[config.mk]
export PLATFORM = sky130hd
export DESIGN_NAME = fetch_ctrl
export DESIGN_NICKNAME = d
export VERILOG_FILES = /design/src/rtl/riscv_pkg.sv /design/src/rtl/branch_resolve.sv /design/src/rtl/fetch_ctrl.sv
export SDC_FILE = /design/constraint.sdc
export NUM_CORES = 1
export LEC_CHECK = 0
export CAP_MARGIN = 20
export CORE_ASPECT_RATIO = 1.1
export CORE_UTILIZATION = 46
export DETAILED_ROUTE_END_ITERATION = 8
export PLACE_DENSITY = 0.8
export SYNTH_ARGS = -nofsm -noshare
export SYNTH_HDL_FRONTEND = slang
export SYNTH_SLANG_ARGS = --single-unit
[constraint.sdc]
create_clock -name clk -period 2.6 [get_ports clk]
set_input_delay 0.52 -clock clk [delete_from_list [all_inputs] [get_ports clk]]
set_output_delay 0.52 -clock clk [all_outputs]
set_load 0.02 [all_outputs]
[src/rtl/riscv_pkg.sv]
// Shared types for the fetch stage: PC source encoding, fetch FSM states and
// the default reset vector.
package riscv_pkg;

  typedef enum logic [1:0] {
    PCSRC_PLUS4  = 2'b00,
    PCSRC_JUMP   = 2'b01,
    PCSRC_BRANCH = 2'b10,
    PCSRC_JALR   = 2'b11
  } pc_src_t;

  typedef enum logic [1:0] {
    BOOT  = 2'b00,
    FETCH = 2'b01,
    DRAIN = 2'b10
  } fetch_state_t;

  localparam logic [31:0] RESET_PC_DEFAULT = 32'h0000_0000;

endpackage

[src/rtl/branch_resolve.sv]
// Combinational redirect decode: decides whether EX redirects fetch, picks the
// word-aligned target and flags targets whose low two bits were not zero.
module branch_resolve
  import riscv_pkg::*;
#(
  parameter int WIDTH = 32
) (
  input  logic [1:0]       PCSrcE,
  input  logic             ZeroE,
  input  logic [WIDTH-1:0] PCTargetE,
  input  logic [WIDTH-1:0] ALUResultE,
  output logic             taken,
  output logic [WIDTH-1:0] target,
  output logic             misaligned
);

  logic [WIDTH-1:0] raw_target;

  // Select redirect condition and raw target from the PC source encoding.
  always_comb begin
    taken      = 1'b0;
    raw_target = PCTargetE;
    case (pc_src_t'(PCSrcE))
      PCSRC_JUMP:   taken = 1'b1;
      PCSRC_BRANCH: taken = ZeroE;
      PCSRC_JALR: begin
        taken      = 1'b1;
        raw_target = ALUResultE & ~WIDTH'(1);
      end
      default:      taken = 1'b0;
    endcase
  end

  // Fetch addresses are word aligned; force the low bits and report if they mattered.
  always_comb begin
    target     = {raw_target[WIDTH-1:2], 2'b00};
    misaligned = (raw_target[1:0] != 2'b00);
  end

endmodule

[src/rtl/fetch_ctrl.sv]
// Fetch-stage sequencer: owns PCF, runs the imem request/ready handshake,
// flushes D/E on redirects and drains an outstanding fetch before re-steering.
module fetch_ctrl
  import riscv_pkg::*;
#(
  parameter int               WIDTH     = 32,
  parameter logic [WIDTH-1:0] RESET_PC  = WIDTH'(RESET_PC_DEFAULT),
  parameter int               CNT_WIDTH = 16
) (
  input  logic                 clk,
  input  logic                 rst,
  input  logic                 StallF,
  input  logic [1:0]           PCSrcE,
  input  logic                 ZeroE,
  input  logic [WIDTH-1:0]     PCTargetE,
  input  logic [WIDTH-1:0]     ALUResultE,
  input  logic                 imem_ready,
  output logic                 imem_req,
  output logic [WIDTH-1:0]     PCF,
  output logic [WIDTH-1:0]     PCPlus4F,
  output logic                 InstrValidF,
  output logic                 FlushD,
  output logic                 FlushE,
  output logic                 TakenE,
  output logic                 misaligned,
  output logic [CNT_WIDTH-1:0] redirect_count
);

  fetch_state_t     state, state_next;
  logic [WIDTH-1:0] pc, pc_next;
  logic [WIDTH-1:0] pending, pending_next;
  logic [CNT_WIDTH-1:0] cnt;
  logic             taken;
  logic [WIDTH-1:0] target;
  logic             target_misaligned;

  branch_resolve #(.WIDTH(WIDTH)) u_resolve (
    .PCSrcE     (PCSrcE),
    .ZeroE      (ZeroE),
    .PCTargetE  (PCTargetE),
    .ALUResultE (ALUResultE),
    .taken      (taken),
    .target     (target),
    .misaligned (target_misaligned)
  );

  assign PCF            = pc;
  assign PCPlus4F       = pc + WIDTH'(4);
  assign misaligned     = TakenE & target_misaligned;
  assign redirect_count = cnt;

  // FSM state register.
  always_ff @(posedge clk) begin
    if (rst) state <= BOOT;
    else     state <= state_next;
  end

  // PC and pending-redirect registers.
  always_ff @(posedge clk) begin
    if (rst) begin
      pc      <= RESET_PC;
      pending <= '0;
    end else begin
      pc      <= pc_next;
      pending <= pending_next;
    end
  end

  // Saturating count of accepted redirects.
  always_ff @(posedge clk) begin
    if (rst)                       cnt <= '0;
    else if (TakenE && cnt != '1)  cnt <= cnt + CNT_WIDTH'(1);
  end

  // Next-state, next-PC and handshake/flush outputs. A redirect always wins
  // over StallF; while a request is outstanding PCF is never changed.
  always_comb begin
    state_next   = state;
    pc_next      = pc;
    pending_next = pending;
    imem_req     = 1'b0;
    InstrValidF  = 1'b0;
    FlushD       = 1'b0;
    FlushE       = 1'b0;
    TakenE       = 1'b0;
    case (state)
      BOOT: begin
        FlushD     = 1'b1;
        FlushE     = 1'b1;
        state_next = FETCH;
      end
      FETCH: begin
        imem_req = 1'b1;
        if (taken) begin
          TakenE = 1'b1;
          FlushD = 1'b1;
          FlushE = 1'b1;
          if (imem_ready) begin
            pc_next = target;
          end else begin
            pending_next = target;
            state_next   = DRAIN;
          end
        end else if (imem_ready) begin
          InstrValidF = 1'b1;
          if (!StallF) pc_next = PCPlus4F;
        end
      end
      DRAIN: begin
        imem_req = 1'b1;
        if (taken) begin
          TakenE       = 1'b1;
          FlushD       = 1'b1;
          FlushE       = 1'b1;
          pending_next = target;
        end
        if (imem_ready) begin
          pc_next    = taken ? target : pending;
          state_next = FETCH;
        end
      end
      default: state_next = BOOT;
    endcase
  end

endmodule

==> impl_metrics.yaml, run 1 <==
clock_network:
  cts_tree: "done"
  root_buffer: "clkbuf_16"
  clk_pin_slew_ns: 0.06
  clock_path_buffers: 2
  cts.sinks: 82
  clock_latency_ns: 0.34
  cts_buffers: 9
  h-tree-depth: 3
route:
  antenna_left: 0
  drt-initial-drc-count: 504
  drt-total-wl_um: 17400
  first_pass_iters: 6
  wl_per_cell_um: 17.26
  vias: 5956
  drc: 0
  via_per_inst: 5.909
worst_setup_path:
  critPathLaunchType: "input port"
  cp-end-kind: "output port"
  r2r_slack_ns: 0.41
  required_ns: 2.08
  path_class: "in -> out"
  worstPathMaxFanout: 3
  worstPathArrival_ns: 2.02
sta:
  period_share: 0.9771
  max_freq_mhz: 393.6
  min_period_ns: 2.540
  relSlewSlack: 0.5031
  rsz0062_at_grt: "yes"
  hold_viol_final: 0
  finalSetupViolCount: 0
  worstMarginPinSlew_ns: 0.7386
  finalClockSkew_ns: 0.006245
  timing.final.ws_setup_ns: 0.05951
  drv_slew: 0
die:
  start_util: 0.4709
  dieWidth_um: 102.5
  die-area_um2: 11540
  rows: 40
  die-height_um: 112.6
  core_area_um2: 10860
  pin_count: 157
job:
  drv_cap: 0
power_and_ir_drop:
  clkPwrFrac: 0.346
  swShare: 0.3103
  seqPwrFrac: 0.339
  power_w: 0.004367
  power_density_nw_per_um2: 565.6
  power_switching_w: 0.001355
  combinationalPowerShare: 0.314
  p_int_w: 0.003012
  irDropWorstVdd_mv: 0.3599
  p_leak_nw: 3.040
synthesis:
  seq_area_frac_synth: 0.3210
  ys_ff_latch: 82
  netlist_area_um2: 5114
  synth_nets: 731
  synth_ff_type: "dfxtp_1"
  yosys_warnings: 0
  async_reset_ff_frac: 0
  synth_edf_count: 0
  ys_types: 61
  avgSynthCellArea_um2: 7.819
  synthCells: 654
placement:
  hpwlAfterDp_um: 12820
  gp_congestion: 0.8847
  port_buffers: 155
  placed_area_um2: 7307
  post-place-ws_ns: -0.1593
  dp.cells: 987
cells_and_area:
  antenna_cells: 0
  fin_area_um2: 7721
  mostFrequentLayoutCells: "126 x clkdlybuf4s50_1, 90 x buf_4, 80 x dfxtp_1"
  finalNetCount: 933
  fin_cells: 1008
  drive_above_1_share: 0.1835
  syn_to_final_growth_pct: 50.99
  final_common_cell: "clkdlybuf4s50_1"
global_route:
  grt_overflow: 0
  grt_antenna_before_repair: 0
  grt_pass1_vias: 5796
  grt_max_degree: 38
  grt_util_all_layers: 0.2977
  grt_pass1_wl_um: 27230
min_path:
  worstHoldPathType: "reg -> reg"
status:
  status: "complete, no violations"
[worst max-delay path: stages]
cell and delay [ns]:
clkdlybuf4s50_1 0.49, a21o_1 0.15, nand2_1 0.10, inv_1 0.08, buf_4 0.10, clkdlybuf4s50_1 0.59
[worst paths after layout]
kind,start,endpoint,cells after the start
setup / recovery,ZeroE,TakenE,6
hold / removal,pending[0],PCF[0],2
setup reg to reg,state[0],PCF[18],8
hold reg to reg,pending[0],PCF[0],2
[state kept, by name, summed over array words and instances, names as in the netlist]
name	count
pending	32
PCF	32
state	2
redirect_count	16
[power by group through the flow]
stage               registers (W)  clock network, W  logic (W)
finish                    0.00148           0.00151    0.00137
global route              0.00149           0.00158    0.00147
CTS                       0.00148           0.00152    0.00136
detailed placement        0.00150                 0    0.00138
global placement          0.00149                 0    0.00135
floorplan                 0.00157                 0   0.000653
[layout make-up]
class / instances / area, um2
Tap cell: 147 / 183.9
Timing Repair Buffer: 247 / 2227
Fill cell: 834 / 3139
Clock buffer: 12 / 256.5
Inverter: 17 / 63.81
Sequential cell: 82 / 1644
Clock inverter: 4 / 97.59
Multi-Input combinational cell: 499 / 3248
[cells by family after synthesis]
kind of cell               Yosys count  share of synthesized area
AOI/OAI and AO/OA                  174                     0.2246
xor gates and xnor gates            41                    0.07022
adders and majority gates            6                    0.01468
buffers and inverters               73                    0.06190
DFF                                 82                     0.3210
muxes                               35                    0.06924
and+or+nand+nor                    243                     0.2383
[routing by layer]
layer,global-route usage,share of wire,vias up
met2,0.5258,0.50,283
met5,0,0,-
met4,0.1219,0.026,0
li1,-,-,2793
met1,0.3397,0.39,2834
met3,0.06663,0.084,46
[synthesized netlist by cell type (all sizes together), types with 3 or more instances]
library cell  instances  share of area
dfxtp                82           0.32
nor2                 78          0.057
a21oi                55          0.055
a211oi               45          0.067
nand2                37          0.027
xnor2                33          0.057
mux2i                32          0.063
clkbuf               29          0.022
o21ai                29          0.028
nand3                28          0.028
buf                  27          0.028
nor3                 20          0.021
inv                  17          0.012
nand4                17          0.021
and3                 11          0.013
nor4                 11          0.013
xor2                  8          0.014
and2                  7         0.0086
and4                  7          0.012
nand2b                7         0.0086
ha                    6          0.015
nor3b                 6         0.0088
o211ai                6         0.0088
or3                   5         0.0061
a311oi                4         0.0069
a2111oi               3         0.0064
a21o                  3         0.0044
a31oi                 3         0.0037
mux2                  3         0.0066
nor2b                 3         0.0037
o31ai                 3         0.0044
[through the flow]
step	util	TNS (ns)	hold slack, ns
2_1_floorplan	-	0	0.4459
3_3_place_gp	0.6728	-0.1095	0.4550
3_5_place_dp	0.6728	-0.2481	0.4622
4_1_cts	0.7058	-0.07686	0.4764
5_1_grt	0.7109	-0.02341	0.4978
6_report	0.7109	0	0.4722
[repair_timing]
| action | 4_1_cts | 5_1_grt |
|---|---|---|
| hold buffers | 0 | 0 |
| cloned | 0 | 0 |
| resized for setup | 58 | 43 |
| setup buffers | 4 | 1 |
| pin swaps | 1 | 3 |
| endpoints found under the setup margin | 26 | 20 |
Note: power is estimated with default switching activity, not from simulation.
==> run 2: changes to the inputs <==
--- a/config.mk
+++ b/config.mk
@@ -7,6 +7,7 @@
 export LEC_CHECK = 0
 export CAP_MARGIN = 20
 export CORE_ASPECT_RATIO = 1.1
+export CORE_MARGIN = 2
 export CORE_UTILIZATION = 46
 export DETAILED_ROUTE_END_ITERATION = 8
 export PLACE_DENSITY = 0.8
==> run 2 against run 1 <==
  * The flow now finishes with violations (negative setup slack)
  * Non-clock buffer count is 2 lower
  * Cell area is 0.26% lower
  * Core utilization fell by 0.18 points
  * First-iteration DRC count is 5.8% lower
  * Final cell count decreased by 0.20%
  * Maximum frequency decreased by 3.1%
==> impl_metrics.yaml, run 2 (same netlist as run 1, synthesis figures left out) <==
status:
  status: "finished, violations left"
  violations: "negative setup slack"
die:
  pin_count: 157
  core_area_um2: 10860
  dieWidth_um: 104.5
  start_util: 0.4709
  die-height_um: 114.6
  die-area_um2: 11980
  rows: 40
worst_setup_path:
  path_class: "reg -> out"
  critPathLaunchType: "flop"
  worstPathArrival_ns: 2.10
  cp-end-kind: "output port"
  required_ns: 2.08
  worstPathMaxFanout: 2
cells_and_area:
  mostFrequentLayoutCells: "125 x clkdlybuf4s50_1, 89 x buf_4, 75 x dfxtp_1"
  final_common_cell: "clkdlybuf4s50_1"
  fin_area_um2: 7701
  finalNetCount: 931
  fillerInstances: 845
  seqCellArea_um2: 1650
  antenna_cells: 0
  multi_input_area_um2: 3243
  syn_to_final_growth_pct: 50.60
  final_util: 0.7091
  drive_above_1_share: 0.1828
min_path:
  worstHoldPathType: "reg -> reg"
global_route:
  use_met1: 0.3524
  grt_util_all_layers: 0.2906
  grt_overflow: 0
  grt_antenna_before_repair: 0
  grt_max_degree: 44
  grt_pass1_vias: 5839
  grt_util_met3: 0.05464
  met2_usage: 0.5107
  grt_pass1_wl_um: 28540
  top_usage_layer: "met2"
sta:
  finalSetupViolCount: 1
  hold_viol_final: 0
  timing.final.ws_setup_ns: -0.02211
  min_period_ns: 2.622
  drv_slew: 0
  relSlewSlack: 0.4583
  rsz0062_at_grt: "yes"
  finalClockSkew_ns: 0.01001
  period_share: 1.009
  max_freq_mhz: 381.4
  worstMarginPinSlew_ns: 0.8052
placement:
  placed_area_um2: 7317
  hpwlAfterDp_um: 12780
  port_buffers: 155
  post-place-ws_ns: -0.1208
  gp_congestion: 0.9403
job:
  drv_cap: 0
clock_network:
  clock_latency_ns: 0.34
  cts.sinks: 82
  root_buffer: "clkbuf_16"
  cts_tree: "done"
  h-tree-depth: 3
  ctsHoldBuffers: 0
  clock_path_buffers: 2
  clk_pin_slew_ns: 0.06
  cts_buffers: 9
route:
  via_per_inst: 5.848
  vias: 5883
  drt-initial-drc-count: 475
  first_pass_iters: 6
  drt-total-wl_um: 17580
  antenna_left: 0
  drc: 0
  wl_per_cell_um: 17.48
power_and_ir_drop:
  p_leak_nw: 3.097
  irDropWorstVdd_mv: 0.3638
  power_density_nw_per_um2: 554.2
  power_w: 0.004268
[run 2: changes by cell type in the layout (fill, tap and decap cells not counted), sizes merged]
| cell | change |
|---|---|
| inv | +3 |
| clkinv | +2 |
| dlymetal6s2s | +2 |
| clkdlybuf4s50 | -1 |
| clkinvlp | -1 |
| bufinv | -1 |
| clkbuf | -7 |
| dlygate4sd2 | +1 |
[run 2: final cells by class]
class                      count  area share
clock inverter                 7     0.01284
timing repair buffer         245      0.2903
inverter                      17    0.008286
clock buffer                   9     0.02924
multi-input combinational    499      0.4211
sequential                    82      0.2143
tap                          147     0.02388
[run 2: where the power goes]
| group | switching (W) | internal, W | leakage (nW) |
|---|---|---|---|
| registers | 0.0000892 | 0.00139 | 0.672 |
| logic | 0.000743 | 0.000633 | 2.26 |
| clock network | 0.000561 | 0.000852 | 0.162 |
[run 2: worst paths after layout]
check	from	endpoint	slack, ns	cells past startpoint
min reg2reg	pending[1]	PCF[1]	0.49	2
min	pending[1]	PCF[1]	0.49	2
max	PCF[2]	PCPlus4F[28]	-0.02	6
max reg2reg	state[0]	PCF[23]	0.49	8
[run 2: layer usage]
metal | vias up | wire [um] | share of wire
li1 | 2784 | - | -
met1 | 2769 | 7146 | 0.41
met2 | 296 | 8708 | 0.50
met3 | 34 | 1388 | 0.079
met4 | 0 | 337 | 0.019
met5 | - | 0 | 0
[run 2: worst max-delay path, cell delays in order (launching register included)]
cell and delay, ns:
dfxtp_2 0.33, ha_2 0.17, nand4_1 0.12, or2_4 0.28, or4_4 0.51, xnor2_2 0.18, buf_4 0.16
[run 2: stage by stage]
stage               hold WS, ns  cells  setup TNS (ns)
floorplan                0.4459    654               0
global placement         0.4542    985         -0.2124
detailed placement       0.4644    985         -0.2428
CTS                      0.4822   1004        -0.02085
global route             0.5019   1006         -0.1199
finish                   0.4864   1006        -0.02211
[run 2: what timing repair did]
action                                  4_1_cts  5_1_grt
setup buffers                                 3        2
endpoints found under the setup margin       24       22
pin swaps                                     1       10
gates resized for setup                      60       46
==> run 3: changes to the inputs <==
--- a/config.mk
+++ b/config.mk
@@ -10,7 +10,9 @@
 export CORE_MARGIN = 2
 export CORE_UTILIZATION = 46
 export DETAILED_ROUTE_END_ITERATION = 8
-export PLACE_DENSITY = 0.8
+export DONT_BUFFER_PORTS = 1
+export HOLD_SLACK_MARGIN = 0.06
+export PLACE_DENSITY = 0.62
 export SYNTH_ARGS = -nofsm -noshare
 export SYNTH_HDL_FRONTEND = slang
 export SYNTH_SLANG_ARGS = --single-unit
==> run 3 against run 2 <==
  * The flow now finishes without violations
  * Hold slack worse by 0.23 ns
  * Wire length is 11% lower
  * Core utilization is 16 points lower
  * Clock power is 13% lower
  * Critical endpoint unchanged
  * Largest cell class unchanged
==> impl_metrics.yaml, run 3 (same netlist as run 1, synthesis figures left out) <==
status:
  status: "complete, no violations"
global_route:
  grt_max_degree: 85
  grt_pass1_wl_um: 24440
  grt_antenna_before_repair: 0
  grt_pass1_vias: 4846
  grt_util_all_layers: 0.2549
  grt_overflow: 0
sta:
  timing.final.ws_setup_ns: 0.008200
  max_freq_mhz: 385.8
  worstMarginPinSlew_ns: 0.7179
  finalSetupViolCount: 0
  min_period_ns: 2.592
  drv_slew: 0
  rsz0062_at_grt: "yes"
  finalClockSkew_ns: 0.007700
  hold_viol_final: 0
  period_share: 0.9968
  relSlewSlack: 0.5170
worst_setup_path:
  cp_slowest_stage_delay_ns: 0.55
  worstPathMaxFanout: 6
  critPathLaunchType: "flop"
  worstPathArrival_ns: 2.07
  cp_slowest_cell: "or4_4"
  required_ns: 2.08
  cp-end-kind: "output port"
  critPathCapture: "PCPlus4F[28]"
  r2r-end: "PCF[25]"
  r2r_slack_ns: 0.24
  worstPathCellList: "and4_1 -> nand4_1 -> or4_4 -> xnor2_2 -> buf_4"
  worstRegToRegCells: 9
  rr_startpoint: "state[1]"
  worstSetupStartpoint: "PCF[23]"
  path_class: "reg -> out"
clock_network:
  cts_buffers: 9
  ctsHoldBuffers: 0
  h-tree-depth: 3
  clock_path_buffers: 2
  clk_pin_slew_ns: 0.06
  clock_latency_ns: 0.34
  root_buffer: "clkbuf_16"
  cts_tree: "done"
  cts.sinks: 82
placement:
  gp_congestion: 0.8507
  dp.cells: 810
  hpwlAfterDp_um: 10930
  port_buffers: 0
  post-place-ws_ns: 0.2792
cells_and_area:
  final_common_cell: "dfxtp_1"
  finalNetCount: 755
  drive_above_1_share: 0.1640
  antenna_cells: 0
  final_util: 0.5499
  syn_to_final_growth_pct: 16.78
  mostFrequentLayoutCells: "79 x dfxtp_1, 78 x nor2_1, 65 x buf_4"
  fin_cells: 830
die:
  dieWidth_um: 104.5
  core_area_um2: 10860
  rows: 40
  pin_count: 157
  die-height_um: 114.6
  die-area_um2: 11980
  start_util: 0.4709
min_path:
  worstHoldPathType: "in -> reg"
route:
  first_pass_iters: 5
  via_per_inst: 6.066
  vias: 5035
  drt-initial-drc-count: 259
  antenna_left: 0
  drt-total-wl_um: 15630
  drc: 0
  wl_per_cell_um: 18.83
job:
  drv_cap: 0
power_and_ir_drop:
  power_w: 0.003738
  power_density_nw_per_um2: 626.0
  p_leak_nw: 2.266
  irDropWorstVdd_mv: 0.2928
## run 3: changes by cell type in the layout (fill, tap and decap cells not counted), sizes merged, moves of 2 or more
cell           change
clkdlybuf4s50    -125
dlymetal6s2s       -4
clkdlybuf4s15      -2
bufinv             -2
inv                -3
dlygate4sd2        -9
buf               -30
## run 3: worst min-delay path by stage
stage	start	endpoint	slack (ns)	cells past startpoint
CTS	rst	pending[28]	0.24	1
finish	rst	pending[10]	0.26	1
global placement	pending[1]	PCF[1]	0.45	2
detailed placement	pending[0]	PCF[0]	0.46	2
global route	rst	pending[29]	0.24	1
floorplan	pending[0]	PCF[0]	0.45	2
## run 3: critical path, delay by kind of cell, from the launching register on
family | cells | cell delay [ns]
buffers and inverters | 1 | 0.16
flip-flops | 1 | 0.34
AND/OR/NAND/NOR | 3 | 1.07
XOR/XNOR | 1 | 0.18
## run 3: final cells by class
| cell class | count | area [um2] |
|---|---|---|
| multi-input combinational | 499 | 3241 |
| timing repair buffer | 69 | 554.3 |
| tap | 147 | 183.9 |
| clock buffer | 14 | 274.0 |
| clock inverter | 2 | 10.01 |
| fill | 1034 | 4888 |
| inverter | 17 | 63.81 |
| sequential | 82 | 1645 |
## run 3: where the power goes
group	switching [W]	total, W	internal (W)
clock network	0.000510	0.00123	0.000724
registers	0.000105	0.00149	0.00139
logic	0.000627	0.00101	0.000384
total	0.00124	0.00374	0.00250
## run 3: routing by layer
metal / GRT usage / wire length (um) / vias to the layer above
li1: - / - / 2438
met5: 0 / 0 / -
met2: 0.4462 / 7655 / 193
met1: 0.2948 / 6304 / 2370
met4: 0.1207 / 485 / 0
met3: 0.05976 / 1181 / 34
## run 3: stage by stage
stage | hold WS [ns] | cell area [um2] | setup TNS [ns]
after detailed placement | 0.4568 | 5583 | 0
after global routing | 0.2446 | 5972 | -0.4258
after CTS | 0.2449 | 5883 | -0.07048
final | 0.2552 | 5972 | 0
after floorplan | 0.4459 | 5121 | 0
after global placement | 0.4545 | 5583 | 0
## run 3: timing repair
item / in CTS / in global routing
setup buffers: 0 / 3
gates resized for setup: 5 / 13
endpoints found under the setup margin: 4 / 8
pin swaps: 1 / 6
==> RTL change 1: new RTL, settings of run 3 <==
The 3 states of `fetch_state_t` get a one-hot encoding in 3 bits.
--- a/src/rtl/riscv_pkg.sv
+++ b/src/rtl/riscv_pkg.sv
@@ -10,8 +10,8 @@
   } pc_src_t;
 
-  typedef enum logic [1:0] {
-    BOOT  = 2'b00,
-    FETCH = 2'b01,
-    DRAIN = 2'b10
+  typedef enum logic [2:0] {
+    BOOT  = 3'b001,
+    FETCH = 3'b010,
+    DRAIN = 3'b100
   } fetch_state_t;
 
Formal check against the unedited RTL: same outputs for any inputs over 4 cycles, from zero or initial values and one cycle with rst high; so few cycles prove little.
==> RTL change 1 against run 3 <==
  * The run now ends with negative setup slack left
  * Hold slack worse by 0.0085 ns
  * Via count up 2.3%
  * Wire length up 3.5%
  * Die area down 0.12%
  * Worst setup slack worse by 0.032 ns
  * Sequential cell count up 1
  * First-iteration DRC count up 32%
  * Cell area up 2.9%
  * Non-clock buffer count up 11
  * Maximum frequency down 1.2%
  * Count of clock-buffer cells in the layout down 4
  * Area after synthesis down 0.12%
  * Critical path type unchanged
Power is not compared: it rests on default switching activity, and its combinational part moved more than twofold at a synthesized area within 25%.
==> RTL change 1: results (changes against run 3) <==
| Metric | Value |
|---|---|
| Max FO, Critical Path | `3 (was 6)` |
| Postcts setup bufs | `1 (was 0)` |
| Status | `finished, violations left (was finished, final reports clean)` |
| M3 GR Usage | `7.46% (was 5.98%)` |
| Vias in the first global route | `4914 (was 4846)` |
| Layout cells sized above 1 | `21.1% (was 16.4%)` |
| Largest net degree at the start of global routing | `74 (was 85)` |
| Largest cells by area after synthesis | `dfxtp_1 (33%), nor2_1 (6.2%), mux2i_1 (5.7%) (was dfxtp_1 (32%), a211oi_1 (6.5%), mux2i_1 (6.3%))` |
| Commonest cells post-synth | `nor2_1 (84), dfxtp_1 (83), clkbuf_1 (40) (was dfxtp_1 (82), nor2_1 (78), a21oi_1 (54))` |
| First-pass GRT wire length | `25300 um (was 24400 um)` |
| Nets | `761 (was 755)` |
| Routing usage on met1 | `32.8% (was 29.5%)` |
| DP Cell Count | `818 (was 810)` |
| Failing checks | `negative setup slack` |
| 1st-pass router iterations | `4 (was 5)` |
| Lkg Pwr | `2.33 nW` |
| Worst Tran Pin Value | `0.618 ns (was 0.718 ns)` |
| Worst path top cell family by delay | `simple AND/OR/NAND/NOR gates (unchanged)` |
| Hpwl dp | `11400 um (was 10900 um)` |
| # setup viols final | `1 (was 0)` |
| Initial drt markers | `343 (was 259)` |
| Skew final | `0.00673 ns (was 0.00770 ns)` |
| Register Area | `1670 sq um (was 1650 sq um)` |
| Place WS | `0.119 ns (was 0.279 ns)` |
| Fill cells | `1043 (was 1034)` |
| Distinct cell type count after synthesis | `61 (unchanged)` |
| Post-route setup slack | `-0.0241 ns (was 0.00820 ns)` |
| Cell Count, Final, Fillers Out | `840 (was 830)` |
| Post-synth net total | `722 (was 731)` |
| Register area share after synthesis | `32.5% (was 32.1%)` |
| Avg WL per Cell | `19.3 um (was 18.8 um)` |
| Met2 usage in global routing | `43.7% (was 44.6%)` |
| Arrival time at the worst endpoint | `2.10 ns (was 2.07 ns)` |
| TNS Setup | `-0.0241 ns (was 0 ns)` |
| Vias | `5150 (was 5035)` |
| Post-cts sizing count | `18 (was 5)` |
| DP Area | `5690 sq um (was 5580 sq um)` |
| Max incr delay on CP | `0.47 ns (was 0.55 ns)` |
-- RTL change 1: cell types whose count changed in the layout (fill, tap and decap cells not counted), sizes merged, moves of 6 or more --
cell / run 3 / this run
o22ai: 1 / 11
o32ai: 0 / 8
a21oi: 55 / 34
buf: 69 / 79
nor2: 78 / 84
a211oi: 45 / 38
-- RTL change 1: area by class of cell --
type | instances | share of cell area, %
multi-input cells | 496 | 54.0
inverters | 18 | 1.10
clock inverters | 6 | 0.530
clock buffers | 10 | 3.73
flip-flops and latches | 83 | 27.3
repair buffers | 80 | 10.4
well taps | 147 | 2.99
-- RTL change 1: path summary, 6_finish.rpt --
path	cells past startpoint	slack, ns	start	endpoint
max	6	-0.02	PCF[19]$_SDFFE_PP0P_	PCPlus4F[28]
min	1	0.25	imem_ready	state[2]$_SDFFE_PP0P_
max reg2reg	6	0.44	state[1]$_SDFFE_PP0P_	redirect_count[15]$_SDFFE_PP0P_
min reg2reg	1	0.48	pending[0]$_SDFFE_PP0P_	pending[0]$_SDFFE_PP0P_
-- RTL change 1: cell families after synthesis --
| logic type | after synthesis | share of synthesized area [%] |
|---|---|---|
| buf+inv | 70 | 5.44 |
| flops | 83 | 32.5 |
| xor+xnor | 40 | 6.86 |
| mux | 35 | 7.01 |
| compound gates | 179 | 24.2 |
| simple gates | 240 | 23.5 |
| fa+ha+maj | 2 | 0.490 |
-- RTL change 1: power by group --
part / internal, mW / switching [mW]
Combinational: 0.189 / 0.284
Clock: 0.639 / 0.540
Sequential: 1.31 / 0.0475
-- RTL change 1: layer usage --
layer,wire length [um],up-vias
met1,6670,2410
met5,0,-
met2,7640,217
met3,1520,28
li1,-,2495
met4,347,0
==> RTL change 2: new RTL, config.mk and constraints of run 3 <==
Made on the original files. `CNT_WIDTH`: 16 -> 20.
--- a/src/rtl/fetch_ctrl.sv
+++ b/src/rtl/fetch_ctrl.sv
@@ -6,5 +6,5 @@
   parameter int               WIDTH     = 32,
   parameter logic [WIDTH-1:0] RESET_PC  = WIDTH'(RESET_PC_DEFAULT),
-  parameter int               CNT_WIDTH = 16
+  parameter int               CNT_WIDTH = 20
 ) (
   input  logic                 clk,
Interface: changed (resized redirect_count); port bits go from 157 to 161. The function was not compared with the original's and may differ.
==> RTL change 2 against run 3 <==
  * Core utilization increased by 0.97 points
  * Maximum frequency increased by 2.0%
  * Final cell count increased by 3.1%
  * Global-route usage increased by 0.27 points
  * Critical path depth increased by 2
  * Cell area increased by 8.6%
  * Non-clock buffer count increased by 8
  * Hold slack got worse by 0.0012 ns
  * Power increased by 9.9%
  * Sequential cell count increased by 4
  * Area after synthesis increased by 7.6%
  * Wire length increased by 6.4%
  * Worst setup slack improved by 0.050 ns
  * Critical endpoint is now PCPlus4F[19]
==> RTL change 2: results (changes against run 3) <==
| Metric | Value |
|---|---|
| Met2 usage in global routing | `44.8% (was 44.6%)` |
| Initial drt markers | `343 (was 259)` |
| First-pass GRT wire length | `26500 um (was 24400 um)` |
| DP Area | `6000 sq um (was 5580 sq um)` |
| Gr usage total | `25.8% (was 25.5%)` |
| Synth Area in Compound Gates | `23.1% (was 22.5%)` |
| Place WS | `0.218 ns (was 0.279 ns)` |
| Cells after Synth | `669 (was 654)` |
| Skew final | `0.00789 ns (was 0.00770 ns)` |
| Clock power frac | `37.1% (was 33.0%)` |
| Cell Count, Final, Fillers Out | `856 (was 830)` |
| Post-synth net total | `746 (was 731)` |
| Via-to-Cell Ratio | `6.21 (was 6.07)` |
| Mux cell area share after synthesis | `6.89% (was 6.92%)` |
| Register area share after synthesis | `31.3% (was 32.1%)` |
| Maximum VDD drop | `384 uV (was 293 uV)` |
| Hpwl dp | `11600 um (was 10900 um)` |
| Status | `finished, final reports clean (unchanged)` |
| Nets | `778 (was 755)` |
| Synth warn | `0 (unchanged)` |
| Vias in the first global route | `5237 (was 4846)` |
| Commonest cells post-synth | `dfxtp_1 (86), nor2_1 (70), a21oi_1 (52) (was dfxtp_1 (82), nor2_1 (78), a21oi_1 (54))` |
| Met2 wire length | `8360 um (was 7660 um)` |
| Largest net degree at the start of global routing | `89 (was 85)` |
| Routability cong. | `0.882 (was 0.851)` |
| XOR/XNOR share of the synthesized area | `6.37% (was 7.02%)` |
| Int Power | `2.80 mW (was 2.50 mW)` |
| Avg WL per Cell | `19.4 um (was 18.8 um)` |
| Seq pwr share | `38.5% (was 40.0%)` |
| 1st-pass router iterations | `7 (was 5)` |
| Layout cells sized above 1 | `19.1% (was 16.4%)` |
| Max FO, Critical Path | `10 (was 6)` |
| Hold path depth | `1 (unchanged)` |
| Largest cells by area after synthesis | `dfxtp_1 (31%), mux2i_1 (5.5%), a211oi_1 (5.0%) (was dfxtp_1 (32%), a211oi_1 (6.5%), mux2i_1 (6.3%))` |
| Reg2Reg Depth | `8 (was 9)` |
| Lkg Pwr | `2.53 nW (was 2.27 nW)` |
| Post-Synth Adder-Cell Area | `1.36% (was 1.47%)` |
| M3 GR Usage | `7.17% (was 5.98%)` |
| P_seq | `1.58 mW (was 1.49 mW)` |
| Relative slew slack | `58.8% (was 51.7%)` |
| Metal3 WL | `1330 um (was 1180 um)` |
| Routing usage on met1 | `30.0% (was 29.5%)` |
| DP Cell Count | `832 (was 810)` |
RTL change 2: cell types whose count changed after synthesis, moves of 5 or more:
cell      change
clkbuf_1      +7
a311oi_1      +6
nor2_1        -8
o21ai_0      -17
a211oi_1      -7
nor3_1       -10
nor3b_1       +8
buf_2         -7
nand3_1       +5
a21o_1        +5
RTL change 2: worst max-delay path, stage by stage (launching register included):
cell and delay [ns]:
dfxtp_1 0.38, nand4_4 0.25, buf_4 0.23, nor4_4 0.11, buf_4 0.18, nand3_1 0.10
xnor2_1 0.24, buf_4 0.19
RTL change 2: stage by stage:
stage | setup TNS, ns | hold slack, ns
finish | 0 | 0.254
global route | -0.0334 | 0.247
CTS | -0.0915 | 0.238
detailed placement | 0 | 0.462
global placement | 0 | 0.456
floorplan | 0 | 0.446
RTL change 2: worst paths after layout:
path,start,to,slack [ns]
worst max-delay path,PCF[6]$_SDFFE_PP0P_,PCPlus4F[19],0.06
worst min-delay path,rst,redirect_count[12]$_SDFFE_PP0P_,0.25
worst max register to register,state[1]$_SDFFE_PP0P_,PCF[21]$_SDFFE_PP0P_,0.26
worst min register to register,pending[1]$_SDFFE_PP0P_,PCF[1]$_SDFFE_PP0P_,0.48
RTL change 2: what timing repair did:
| action | CTS | global route |
|---|---|---|
| resized for setup | 3 | 14 |
| hold buffers | 0 | 0 |
| endpoints found under the setup margin | 15 | 18 |
| buffers inserted | 1 | 7 |
| gates cloned | 0 | 0 |
| pin swaps | 1 | 5 |
RTL change 2: cell type report:
class / count / area, sq um
Sequential cell: 86 / 1730
Tap cell: 150 / 188
Clock inverter: 6 / 109
Fill cell: 1082 / 5110
Timing Repair Buffer: 77 / 603
Inverter: 15 / 56.3
Multi-Input combinational cell: 512 / 3560
Clock buffer: 10 / 239
